File: src/rtl/game_input_conditioner.sv
// rtl/game_input_conditioner.sv - synchronise, debounce and auto-repeat the board key and slide switches
module game_input_conditioner #(
  parameter int KEY_ACTIVE_LOW  = 1,
  parameter int CNT_WIDTH       = 25,
  parameter int DEBOUNCE_CYCLES = 500000,
  parameter int REPEAT_DELAY    = 25000000,
  parameter int REPEAT_PERIOD   = 5000000
) (
  input  logic       clk,
  input  logic       reset,
  input  logic       key_raw,
  input  logic [1:0] sw_raw,
  output logic       key,
  output logic       key_pressed,
  output logic       key_released,
  output logic       key_repeat,
  output logic [1:0] sw,
  output logic       sw_changed
);

  // Raw key level when the button is not pressed; also the synchroniser reset value.
  localparam logic KEY_IDLE = (KEY_ACTIVE_LOW != 0);
  localparam logic [2:0] SYNC_RESET = {2'b00, KEY_IDLE};

  localparam logic [CNT_WIDTH-1:0] DB_LAST     = CNT_WIDTH'(DEBOUNCE_CYCLES - 1);
  localparam logic                 REPEAT_EN   = (REPEAT_DELAY != 0);
  localparam logic [CNT_WIDTH-1:0] DELAY_LAST  = CNT_WIDTH'((REPEAT_DELAY > 0) ? REPEAT_DELAY - 1 : 0);
  localparam logic [CNT_WIDTH-1:0] PERIOD_LAST = CNT_WIDTH'((REPEAT_PERIOD > 0) ? REPEAT_PERIOD - 1 : 0);

  typedef enum logic [1:0] {
    IDLE,
    DELAY,
    REPEAT
  } rep_state_t;

  // Bit 0 = key (1 = pressed after normalisation), bits 2:1 = switches.
  logic [2:0]           sync1;
  logic [2:0]           sync2;
  logic [2:0]           norm;
  logic [2:0]           stable;
  logic [CNT_WIDTH-1:0] db_cnt [3];
  logic [2:0]           upd;
  logic                 key_rise;
  logic                 key_fall;
  rep_state_t           rep_state;
  logic [CNT_WIDTH-1:0] rep_cnt;

  // Two-flop synchroniser for all three raw inputs.
  always_ff @(posedge clk) begin
    if (reset) begin
      sync1 <= SYNC_RESET;
      sync2 <= SYNC_RESET;
    end else begin
      sync1 <= {sw_raw, key_raw};
      sync2 <= sync1;
    end
  end

  assign norm = {sync2[2:1], sync2[0] ^ KEY_IDLE};

  // A bit's stable value flips on the edge that completes its run of differing samples.
  always_comb begin
    upd = 3'b000;
    for (int i = 0; i < 3; i++) begin
      upd[i] = (norm[i] != stable[i]) && (db_cnt[i] == DB_LAST);
    end
  end

  // Independent debounce counter per bit; any agreeing sample restarts the run.
  always_ff @(posedge clk) begin
    if (reset) begin
      stable <= 3'b000;
      for (int i = 0; i < 3; i++) begin
        db_cnt[i] <= '0;
      end
    end else begin
      for (int i = 0; i < 3; i++) begin
        if (norm[i] == stable[i]) begin
          db_cnt[i] <= '0;
        end else if (db_cnt[i] == DB_LAST) begin
          stable[i] <= norm[i];
          db_cnt[i] <= '0;
        end else begin
          db_cnt[i] <= db_cnt[i] + 1'b1;
        end
      end
    end
  end

  assign key_rise = upd[0] & ~stable[0];
  assign key_fall = upd[0] & stable[0];
  assign key      = stable[0];
  assign sw       = stable[2:1];

  // Edge pulses registered alongside the stable value so they cover its first cycle.
  always_ff @(posedge clk) begin
    if (reset) begin
      key_pressed  <= 1'b0;
      key_released <= 1'b0;
      sw_changed   <= 1'b0;
    end else begin
      key_pressed  <= key_rise;
      key_released <= key_fall;
      sw_changed   <= |upd[2:1];
    end
  end

  // Hold-to-repeat: initial delay after the press, then a fixed period until release.
  always_ff @(posedge clk) begin
    if (reset) begin
      rep_state  <= IDLE;
      rep_cnt    <= '0;
      key_repeat <= 1'b0;
    end else begin
      key_repeat <= 1'b0;
      if (key_fall) begin
        rep_state <= IDLE;
        rep_cnt   <= '0;
      end else begin
        case (rep_state)
          IDLE: begin
            if (key_rise && REPEAT_EN) begin
              rep_state <= DELAY;
              rep_cnt   <= '0;
            end
          end
          DELAY: begin
            if (rep_cnt == DELAY_LAST) begin
              key_repeat <= 1'b1;
              rep_cnt    <= '0;
              rep_state  <= REPEAT;
            end else begin
              rep_cnt <= rep_cnt + 1'b1;
            end
          end
          REPEAT: begin
            if (rep_cnt == PERIOD_LAST) begin
              key_repeat <= 1'b1;
              rep_cnt    <= '0;
            end else begin
              rep_cnt <= rep_cnt + 1'b1;
            end
          end
          default: begin
            rep_state <= IDLE;
            rep_cnt   <= '0;
          end
        endcase
      end
    end
  end

endmodule
File: config.mk
export PLATFORM = sky130hd
export DESIGN_NAME = game_input_conditioner
export DESIGN_NICKNAME = d
export VERILOG_FILES = /design/src/rtl/game_input_conditioner.sv
export SDC_FILE = /design/constraint.sdc
export NUM_CORES = 1
export LEC_CHECK = 0
export ABC_AREA = 1
export CAP_MARGIN = 40
export CORE_ASPECT_RATIO = 1.75
export CORE_UTILIZATION = 40
export CTS_CLUSTER_DIAMETER = 40
export CTS_CLUSTER_SIZE = 24
export DETAILED_ROUTE_END_ITERATION = 10
export REMOVE_ABC_BUFFERS = 1
export SLEW_MARGIN = 40
export SYNTH_ARGS = -nofsm -noshare
export SYNTH_HDL_FRONTEND = slang
export SYNTH_SLANG_ARGS = --single-unit
File: constraint.sdc
create_clock -name clk -period 2.1 [get_ports clk]
set_input_delay 0.63 -clock clk [delete_from_list [all_inputs] [get_ports clk]]
set_output_delay 0.63 -clock clk [all_outputs]
set_load 0.005 [all_outputs]
==> flow_metrics.tcl, run 1 <==
set metrics [dict create \
    htreeDepth 4 \
    dp_hpwl_um 12600 \
    fmax_mhz 501 \
    synth.avg_cell_area_sq_um 7.28 \
    cp.buffers_inverters 1 \
    p_leak_nw 3.29 \
    critical-path-top-delay-family "buffers and inverters" \
    drt_iter0_drc 235 \
    syn2layout_area_growth_pct 20.7 \
    final_cell_count_no_fill 1323 \
    end_kind "output pin" \
    ir_drop_uv 477 \
    synth.distinct_cells 40 \
    grt_pass1_wl_um 27900 \
    setup_viol 0 \
    tightest_slew_ns 0.559 \
    synth_mux_area_frac 0 \
    die_w_um 102 \
    routedWlPerCell_um 12.5 \
    drv_slew 0 \
    start_kind "register" \
    io_pins 12 \
    dp_cells 1291 \
    clkSinkCount 115 \
    slowest_delay_ns 0.54 \
    critPathKind "register to output pin" \
    diodes 0 \
    cp.depth 1 \
    worstPathArrival_ns 1.37 \
    syn_area_sq_um 7030 \
    synthAdderAreaFrac 0.0142 \
    grt_overflow 0 \
    die_h_um 177 \
    nNetsFinal 1096 \
    status "completed" \
    core_area_sq_um 17100 \
    ys_seq_area_frac 0.434 \
    clkLatencyLatePin_ns 0.42 \
    antenna_found_initial 0 \
    std_cell_rows 63 \
    synth-simple-area-share 0.388 \
    synth_compound_area_frac 0.0525 \
    multiInputGateArea_sq_um 3690 \
    min_path_type "register to register" \
    dr.pass1.iters 4 \
    finalCritPeriodShare 0.950 \
    ys_warn_count 0 \
    grt_max_degree 26 \
    p_per_area_nw_per_um2 681 \
    final-seq-area_sq_um 3050 \
    vias 6291 \
    ys_seq_elements 115 \
    clock_skew_ns 0.00837 \
    fin_crit_ns 2.00 \
    clock-root-buffer "clkbuf_16" \
    ant_nets 0 \
    synth_xor_xnor_area_share 0.0274 \
    start_util 0.411 \
    worst-path-max-fanout 4 \
    grt_pass1_vias 6275 \
    drive_gt1_frac 0.0903 \
    ff2ff_path_depth 10 \
    port_buffers 11 \
    grt_usage 0.198 \
    gp_congestion 0.924 \
    slowest_stage "clkdlybuf4s50_1" \
    clk_pin_slew_ns 0.05 \
    required_ns 1.47 \
    holdWs_ns 0.403 \
    synthArstFlopShare 0 \
    hold_depth 2 \
    route.detailed.drc 0 \
    max-slew-margin-rel 0.624 \
    cts_tree "yes" \
    hold_viol_final 0 \
    fillers 1745 \
    synth_cells 966 \
    maxCapViolations 0 \
    rsz0062_at_grt "true" \
    postCtsSetupBuffers 0 \
    dieArea_sq_um 18100 \
    synth_enable_flop_cells 75 \
    path_cells "clkdlybuf4s50_1" \
    cts_buffers 17 \
    routed_wl_um 16500 \
    synth_top_family_by_area "simple AND/OR/NAND/NOR gates" \
    routed_via_density 4.76 \
    synth_ff_type "edfxtp_1" \
    clock_path_buffers 2 \
]
==> timing repair <==
item | in CTS | in global routing
gates resized for setup | 0 | 7
endpoints found under the setup margin | 0 | 31
hold buffers | 0 | 0
==> per-stage QoR <==
step	setup TNS (ns)	utilization	cell area, sq um	setup WS, ns	power (mW)
detailed placement	0	0.459	7850	0.0400	2.79
global placement	0	0.459	7850	0.0557	2.79
floorplan	0	-	7200	0.148	2.71
CTS	0	0.495	8460	0.0755	5.83
global route	-0.0298	0.496	8490	-0.0298	5.98
finish	0	0.496	8490	0.104	5.78
==> registers in the layout (all words and copies together) (netlist names) <==
signal,flops
rep_cnt,25
sync1,3
stable,3
key_released,1
key_pressed,1
rep_state,2
sw_changed,1
db_cnt,75
sync2,3
key_repeat,1
==> worst min-delay path: cells and delay by family, from the launching register on <==
| kind | cells | cell delay [ns] |
|---|---|---|
| and+or+nand+nor | 1 | 0.03 |
| buffers and inverters | 1 | 0.04 |
| DFF | 1 | 0.29 |
==> path summary, 6_finish.rpt <==
path                start             to  slack, ns
max             stable[0]            key       0.10
min              sync1[1]       sync2[1]       0.40
max reg2reg  db_cnt[1][0]  db_cnt[1][12]       0.19
min reg2reg      sync1[1]       sync2[1]       0.40
==> Yosys cell counts (6+ instances only) <==
cell | instances | area [sq um]
nand4_1 | 23 | 144
nor3b_1 | 7 | 52.6
dfxtp_1 | 40 | 801
nor2_1 | 182 | 683
nor3_1 | 42 | 210
xor2_1 | 17 | 149
nor4_1 | 10 | 62.6
nor2_2 | 8 | 50.1
ha_1 | 8 | 100
nand3_1 | 82 | 410
o21ai_0 | 11 | 55.1
nand2_1 | 227 | 852
inv_2 | 6 | 22.5
inv_1 | 120 | 450
edfxtp_1 | 75 | 2250
a21oi_1 | 49 | 245
==> metal layers <==
| layer | track usage | vias to the layer above | part of all wire |
|---|---|---|---|
| met5 | 0 | - | 0 |
| li1 | - | 3328 | - |
| met2 | 0.363 | 97 | 0.53 |
| met3 | 0.0390 | 51 | 0.021 |
| met1 | 0.202 | 2815 | 0.41 |
| met4 | 0.119 | 0 | 0.045 |
==> final cells by class <==
type / instances / area share
repair buffers: 40 / 0.0430
multi-input cells: 783 / 0.435
clock buffers: 25 / 0.0622
well taps: 227 / 0.0335
clock inverters: 7 / 0.0108
inverters: 126 / 0.0557
flip-flops and latches: 115 / 0.360
==> cell usage in the layout, fill, tap and decap left out, drive strengths merged, types with 3 or more instances in the layout <==
cell type / instances
clkbuf: 25
nand3b: 3
conb: 75
inv: 127
xnor2: 5
nand4: 23
or2: 5
a21oi: 49
nor2: 193
nor3: 45
clkdlybuf4s50: 11
nor3b: 9
o21a: 3
o21ai: 11
buf: 29
edfxtp: 75
dfxtp: 40
nand3: 87
nand2: 233
xor2: 17
clkinv: 3
ha: 8
nor4: 10
==> cell families after synthesis <==
| family | count (synthesis) |
|---|---|
| xor+xnor | 22 |
| other cells | 1 |
| buf+inv | 142 |
| flops | 115 |
| simple gates | 609 |
| compound gates | 69 |
| fa+ha+maj | 8 |
==> report_power, final <==
| part | switching (mW) | internal, mW | leakage (nW) |
|---|---|---|---|
| logic | 0.137 | 0.0701 | 1.89 |
| clock network | 1.05 | 1.98 | 0.302 |
| registers | 0.0664 | 2.48 | 1.10 |
| total | 1.25 | 4.53 | 3.29 |
Power figures use the tool's default switching activity.
==> run 2, diff against run 1 <==
--- a/config.mk
+++ b/config.mk
@@ -12,6 +12,7 @@
 export CTS_CLUSTER_DIAMETER = 40
 export CTS_CLUSTER_SIZE = 24
 export DETAILED_ROUTE_END_ITERATION = 10
+export GPL_TIMING_DRIVEN = 0
 export REMOVE_ABC_BUFFERS = 1
 export SLEW_MARGIN = 40
 export SYNTH_ARGS = -nofsm -noshare
==> run 2 against run 1 <==
Critical path depth is 5 higher; non-clock buffer count fell by 24; fmax is 1.9% lower; highest routed layer unchanged; largest power group unchanged; critical endpoint is now db_cnt[2][21]; largest cell class unchanged.
==> flow_metrics.tcl, run 2 (synthesis gave the netlist of run 1 again) <==
set metrics [dict create \
    r2r-end "db_cnt[2][21]" \
    clock-root-buffer "clkbuf_16" \
    tightest_slew_ns 0.830 \
    htreeDepth 4 \
    regMostFlops "db_cnt" \
    clkLatencyLatePin_ns 0.42 \
    cp-endpoint "db_cnt[2][21]" \
    grt_usage 0.196 \
    routed_wl_um 16400 \
    p_per_area_nw_per_um2 672 \
    fin_crit_ns 2.04 \
    start_kind "register" \
    final_common_cell "nand2_1" \
    setup_viol 0 \
    cts_tree "yes" \
    min_path_type "register to register" \
    drive_gt1_frac 0.0873 \
    port_buffers 11 \
    worstPathArrival_ns 2.20 \
    io_pins 12 \
    largest_reg_flops 75 \
    status "completed" \
    hp-start "sync1[1]" \
    grt_pass1_vias 6046 \
    antenna_found_initial 0 \
    finalCritPeriodShare 0.969 \
    grt_overflow 0 \
    max-slew-margin-rel 0.447 \
    dieArea_sq_um 18100 \
    startpoint "db_cnt[2][22]" \
    route.detailed.drc 0 \
    syn2layout_area_growth_pct 20.7 \
    routedWlPerCell_um 12.5 \
    fmax_mhz 491 \
    dp_hpwl_um 11900 \
    top_regs "db_cnt: 75 flops, rep_cnt: 25 flops" \
    die_w_um 102 \
    clock_skew_ns 0.00864 \
    ant_nets 0 \
    fin_setup_tns_ns 0 \
    grt_max_degree 24 \
    maxCapViolations 0 \
    cts_buffers 17 \
    fin_util 0.496 \
    p_leak_nw 3.21 \
    r2r_start "db_cnt[2][22]" \
    setup_ws_ns 0.0648 \
    clkSinkCount 115 \
    gp_congestion 0.884 \
    final_cell_count_no_fill 1304 \
    r2r_setup_slack_ns 0.06 \
    hold_viol_final 0 \
    nNetsFinal 1077 \
    grt_pass1_wl_um 27500 \
    diodes 0 \
    rsz0062_at_grt "true" \
    clk_pin_slew_ns 0.06 \
    die_h_um 177 \
    required_ns 2.27 \
    end_kind "register" \
    critPathKind "register to register" \
    vias 6251 \
    dp_cells 1262 \
    mostFrequentLayoutCells "nand2_1, nor2_1, inv_1" \
    routed_via_density 4.79 \
    drt_iter0_drc 236 \
    clock_path_buffers 2 \
    ir_drop_uv 523 \
    p_total_mw 5.70 \
    dr.pass1.iters 5 \
    place_ws_ns -0.704 \
    std_cell_rows 63 \
    core_area_sq_um 17100 \
    worst-path-max-fanout 11 \
    drv_slew 0 \
    holdBufCountCts 0 \
    ff2ff_path_depth 6 \
    start_util 0.411 \
]
run 2: worst min-delay path by stage:
stage | endpoint | depth (start not counted)
after detailed placement | sync2[1] | 2
after floorplan | sync2[1] | 2
after global routing | sync2[0] | 1
after global placement | sync2[0] | 1
final | sync2[1] | 2
after CTS | sync2[1] | 2
run 2: timing repair:
action	in CTS	in global routing
gates resized for setup	16	28
gates cloned	4	1
setup buffers	0	5
pin swaps	3	7
endpoints found under the setup margin	83	99
run 2: through the flow:
step | hold WS (ns) | cell area [sq um]
2_1_floorplan | 0.388 | 7200
5_1_grt | 0.420 | 8490
6_report | 0.404 | 8490
4_1_cts | 0.407 | 8300
3_3_place_gp | 0.397 | 7590
3_5_place_dp | 0.403 | 7590
run 2: power breakdown:
| part | internal, mW | switching, mW | total [mW] |
|---|---|---|---|
| sequential | 2.48 | 0.0669 | 2.54 |
| combinational | 0.0626 | 0.144 | 0.206 |
| clock | 1.83 | 1.12 | 2.95 |
run 2: area by class of cell:
class,instances,area [sq um]
clock buffers,18,450
clock inverters,14,153
fillers,1712,8620
inverters,126,478
multi-input cells,788,3920
flip-flops and latches,115,3050
well taps,227,284
repair buffers,16,150
run 2: layer usage:
metal	up-vias	track usage	part of all wire
met4	0	0.0857	0.023
met2	95	0.372	0.55
li1	3295	-	-
met5	-	0	0
met1	2836	0.203	0.40
met3	25	0.0343	0.027
run 2: critical path, cell delays in order (launching register included):
cell and delay (ns):
edfxtp_1 0.46, nor2_1 0.13, nand3_1 0.09, nor4_1 0.61, nand2_4 0.25, nand2_8 0.19
nor3_1 0.06
==> run 3, diff against run 2 <==
--- a/config.mk
+++ b/config.mk
@@ -13,6 +13,7 @@
 export CTS_CLUSTER_SIZE = 24
 export DETAILED_ROUTE_END_ITERATION = 10
 export GPL_TIMING_DRIVEN = 0
+export HOLD_SLACK_MARGIN = 0.05
 export REMOVE_ABC_BUFFERS = 1
 export SLEW_MARGIN = 40
 export SYNTH_ARGS = -nofsm -noshare
==> results of run 3 <==
Same layout as run 2: the final DEF is identical, and so are final timing and power.
